`src/rtl/shift_sequencer.sv`:
```
// Multi-cycle shift/rotate unit: one bit per clock, done pulse and overflow flag.
// Build option: define SHIFT_SIGNED_OF_EN to make LSL overflow a sticky signed (sign-change) flag.
module shift_sequencer #(
  parameter int WIDTH = 16,
  parameter int AMT_W = 4
) (
  input  logic             clk,
  input  logic             rst,
  input  logic             start,
  input  logic [1:0]       op,
  input  logic [WIDTH-1:0] A,
  input  logic [AMT_W-1:0] amt,
  output logic             busy,
  output logic             done,
  output logic [WIDTH-1:0] Y,
  output logic             OF
);

  // state   | meaning
  // S_IDLE  | waiting for start; Y/OF hold the last result
  // S_SHIFT | one shift/rotate step per edge until count is consumed
  // S_DONE  | result valid, done pulse for this single cycle

  typedef enum logic [1:0] {
    S_IDLE  = 2'd0,
    S_SHIFT = 2'd1,
    S_DONE  = 2'd2
  } state_t;

  localparam logic [1:0] OP_LSL = 2'b00;
  localparam logic [1:0] OP_LSR = 2'b01;
  localparam logic [1:0] OP_ASR = 2'b10;
  localparam logic [1:0] OP_ROL = 2'b11;

  state_t           state, state_nxt;
  logic [WIDTH-1:0] y_nxt;
  logic             of_nxt;
  logic [AMT_W-1:0] count, count_nxt;
  logic [1:0]       op_q, op_nxt;

  always_ff @(posedge clk or posedge rst) begin
    if (rst) begin
      state <= S_IDLE;
      Y     <= '0;
      OF    <= 1'b0;
      count <= '0;
      op_q  <= OP_LSL;
    end else begin
      state <= state_nxt;
      Y     <= y_nxt;
      OF    <= of_nxt;
      count <= count_nxt;
      op_q  <= op_nxt;
    end
  end

  always_comb begin
    state_nxt = state;
    y_nxt     = Y;
    of_nxt    = OF;
    count_nxt = count;
    op_nxt    = op_q;
    unique case (state)
      S_IDLE: begin
        if (start) begin
          y_nxt     = A;
          of_nxt    = 1'b0;
          count_nxt = amt;
          op_nxt    = op;
          state_nxt = (amt == '0) ? S_DONE : S_SHIFT;
        end
      end
      S_SHIFT: begin
        unique case (op_q)
          OP_LSL: begin
            y_nxt = {Y[WIDTH-2:0], 1'b0};
`ifdef SHIFT_SIGNED_OF_EN
            of_nxt = OF | (Y[WIDTH-1] ^ Y[WIDTH-2]);
`else
            of_nxt = OF | Y[WIDTH-1];
`endif
          end
          OP_LSR:  y_nxt = {1'b0, Y[WIDTH-1:1]};
          OP_ASR:  y_nxt = {Y[WIDTH-1], Y[WIDTH-1:1]};
          OP_ROL:  y_nxt = {Y[WIDTH-2:0], Y[WIDTH-1]};
          default: y_nxt = Y;
        endcase
        // Counter saturates at zero so the maximum amount can never wrap.
        if (count != '0) count_nxt = count - AMT_W'(1);
        if (count <= AMT_W'(1)) state_nxt = S_DONE;
      end
      S_DONE:  state_nxt = S_IDLE;
      default: state_nxt = S_IDLE;
    endcase
  end

  assign busy = (state != S_IDLE);
  assign done = (state == S_DONE);

endmodule

```
`config.mk`:
```
export PLATFORM = sky130hd
export DESIGN_NAME = shift_sequencer
export DESIGN_NICKNAME = d
export VERILOG_FILES = /design/src/rtl/shift_sequencer.sv
export SDC_FILE = /design/constraint.sdc
export NUM_CORES = 1
export LEC_CHECK = 0
export CAP_MARGIN = 0
export CORE_MARGIN = 3
export CORE_UTILIZATION = 40
export DETAILED_ROUTE_END_ITERATION = 12
export GPL_ROUTABILITY_DRIVEN = 0
export PLACE_DENSITY = 0.69
export SKIP_LAST_GASP = 1
export SLEW_MARGIN = 15
export SYNTH_ARGS = -nofsm -noshare
export SYNTH_HDL_FRONTEND = slang
export SYNTH_SLANG_ARGS = --single-unit
```
`constraint.sdc`:
```
create_clock -name clk -period 1.85 [get_ports clk]
set_clock_uncertainty 0.15 [all_clocks]
set_input_delay 0.185 -clock clk [delete_from_list [all_inputs] [get_ports clk]]
set_output_delay 0.185 -clock clk [all_outputs]
set_load 0.05 [all_outputs]
```
==> results.py <==
metrics = {
    "timing": {
        "slew_headroom": 0.7307,
        "hold_violations": 0,
        "finalSetupTns_ns": 0,
        "setup_violations": 0,
        "finalCriticalPeriod_ns": 1.810,
        "max_freq_mhz": 552.4,
        "rsz0062_at_grt": "no",
        "fin_hold_ws_ns": 0.1120,
        "finalCritPeriodShare": 0.9786,
        "worst_pin_slew_ns": 0.4003,
        "slew_violations": 0,
    },
    "min_path": {
        "hp-class": "in -> async",
    },
    "route": {
        "vias": 1382,
        "drc_errors": 0,
        "totalWireLength_mm": 3.989,
        "firstDrtPassIters": 4,
        "post_drt_wl_per_cell_um": 16.48,
        "drt_iter0_markers": 62,
        "ant_nets": 0,
        "vias_per_cell": 5.711,
    },
    "logic_synthesis": {
        "synth_nets": 178,
        "ys.flop_type": "dfrtp_1",
        "yosysTopAreaCellShare": 0.4045,
        "synth.most_common_cell": "dfrtp_1",
        "synth_cell_types": 36,
        "avgSynthCellArea_um2": 10.31,
        "yosys.area.top_type": "dfrtp_1",
        "synthTopCellsByCount": "dfrtp_1 (25), a21oi_1 (16), mux2i_1 (16)",
        "yosys_register_bits": 25,
        "syn-cell-area_um2": 1546,
        "yosysSeqAreaShare": 0.4045,
        "synth-edff-count": 0,
        "syn_inst": 150,
        "synthArstFlopShare": 1.000,
        "synthTopCellsByArea": "dfrtp_1 (40%), mux2i_1 (10%), nor4bb_1 (9.7%), a21oi_1 (5.2%), o21ai_1 (3.2%)",
        "yosysWarnings": 0,
    },
    "setup_path": {
        "slowest_delay_ns": 0.50,
        "crit_start": "state[0]$_DFFE_PP0P_",
        "end_kind": "primary output",
        "crit_fanout": 10,
        "cp_top_family": "flip-flops",
        "cp_slowest_cell": "dfrtp_1",
        "path_class": "reg -> out",
        "worst-path-buf-inv": 2,
        "worst_setup_path_start_kind": "register",
        "worstPathRequired_ns": 1.51,
        "timing.rr.start": "state[1]$_DFFE_PP0P_",
        "cp_cell_sequence": "buf_4 > or2_2 > buf_12",
        "worst_ep_arrival_time_ns": 1.48,
    },
    "flow_run": {
        "max-cap-violations": 0,
    },
    "global_routing": {
        "antenna_found_initial": 0,
        "grt_max_degree": 26,
        "grt_pass1_wl_mm": 6.548,
        "first_global_vias": 1396,
        "grt_use_total": 0.1852,
        "grt-ovfl-total": 0,
    },
    "cells_and_area": {
        "syn2layout_area_growth_pct": 35.28,
        "register_area_um2": 625.6,
        "drive_gt1_frac": 0.2194,
        "multiInputGateArea_um2": 827.0,
        "fin_area_um2": 2092,
        "final_nets": 225,
        "antenna-diode-count": 0,
        "fillers": 312,
    },
    "clocking": {
        "cts_sinks": 25,
        "clk_path_buf_depth": 2,
        "cts_root_buffer": "clkbuf_8",
        "cts_tree": "done",
        "clkLatencyLatePin_ns": 0.27,
        "postCtsSetupRepairBufs": 0,
        "cts_resized": 0,
        "clkSlewWorstSetupHoldPaths_ns": 0.09,
        "cts_hold_buf": 0,
        "htreeDepth": 1,
        "cts_inserted_buffers": 3,
    },
    "placed_design": {
        "portBuffers": 43,
        "placed_cell_area_um2": 2047,
        "hpwl_mm": 2.900,
    },
    "pwr": {
        "vdd_drop_max_v": 0.0008388,
        "power_density_nw_per_um2": 2067,
        "finalPower_mw": 4.323,
        "p_leak_nw": 0.9255,
    },
    "status": {
        "outcome": "finished, final reports clean",
    },
    "floorplan": {
        "die_w_um": 68.18,
        "chipHeight_um": 68.18,
        "initial_core_util": 0.4392,
        "dieArea_um2": 4649,
        "io-pin-count": 44,
        "core_um2": 3521,
        "rows": 21,
    },
}
[cell families (layout without fill, tap and decap cells)]
group | Yosys count | after routing | synth area share
flops | 25 | 25 | 0.4045
compound gates | 48 | 48 | 0.1998
xor+xnor | 1 | 1 | 0.01780
mux | 19 | 19 | 0.1254
buf+inv | 20 | 66 | 0.06068
simple gates | 34 | 34 | 0.1675
fa+ha+maj | 3 | 3 | 0.02427
[layout by cell type (no fill, tap or decap), types with 4 or more instances in the layout]
master           netlist  final
dfrtp_1               25     25
inv_1                  7      7
o2bb2ai_1              4      4
o21ai_0                5      5
nor2_1                 4      4
buf_4                  0     28
a21oi_1               16     16
nand2_1                4      4
nor4bb_1              15     15
clkdlybuf4s50_1        0     24
o21ai_1               10     10
mux2i_1               16     16
[sequential cells by signal, summed over array words and instances, names as in the netlist]
| register | flops |
|---|---|
| Y | 16 |
| op_q | 2 |
| state | 2 |
| count | 4 |
| OF | 1 |
[power breakdown]
part           switching, mW  total [mW]  internal, mW
Sequential             0.332        1.14         0.812
Clock                  0.181       0.336         0.154
Combinational           1.65        2.84          1.19
Total                   2.16        4.32          2.16
[worst register-to-register path, cell delays in order, from the launching register on]
cell and delay (ns):
dfrtp_1 0.51, o21bai_4 0.25, a31o_2 0.26, a211o_1 0.30
[metrics by stage]
| stage | setup WS (ns) | util | instances |
|---|---|---|---|
| after global routing | 0.006339 | 0.5942 | 242 |
| after CTS | 0.03981 | 0.5942 | 242 |
| final | 0.03961 | 0.5942 | 242 |
| after detailed placement | 0.1242 | 0.5814 | 238 |
| after floorplan | 0.1029 | - | 150 |
| after global placement | 0.1447 | 0.5814 | 238 |
[final cells by class]
type                            instances  area share
Tap cell                               46     0.02751
Sequential cell                        25      0.2990
Clock buffer                            4     0.02153
Timing Repair Buffer                   55      0.2440
Inverter                                7     0.01256
Multi-Input combinational cell        105      0.3953
[worst paths after layout]
check | to | cells past startpoint | slack (ns)
setup / recovery | busy | 3 | 0.04
hold / removal | op_q[0]$_DFFE_PP0P_ | 3 | 0.11
setup reg to reg | count[0]$_DFFE_PP0P_ | 3 | 0.28
hold reg to reg | OF$_DFFE_PP0P_ | 2 | 0.36
max in group asynchronous | state[1]$_DFFE_PP0P_ | 3 | 1.19
min in group clk | op_q[0]$_DFFE_PP0P_ | 3 | 0.31
[metal layers]
metal  vias up  GRT usage  part of all wire
met4         0    0.06452            0.0065
met5         -          0                 0
met3         4    0.02956             0.054
met2        39     0.2960              0.47
met1       685     0.2533              0.47
li1        654          -                 -
Note: power is estimated with default switching activity, not from simulation.
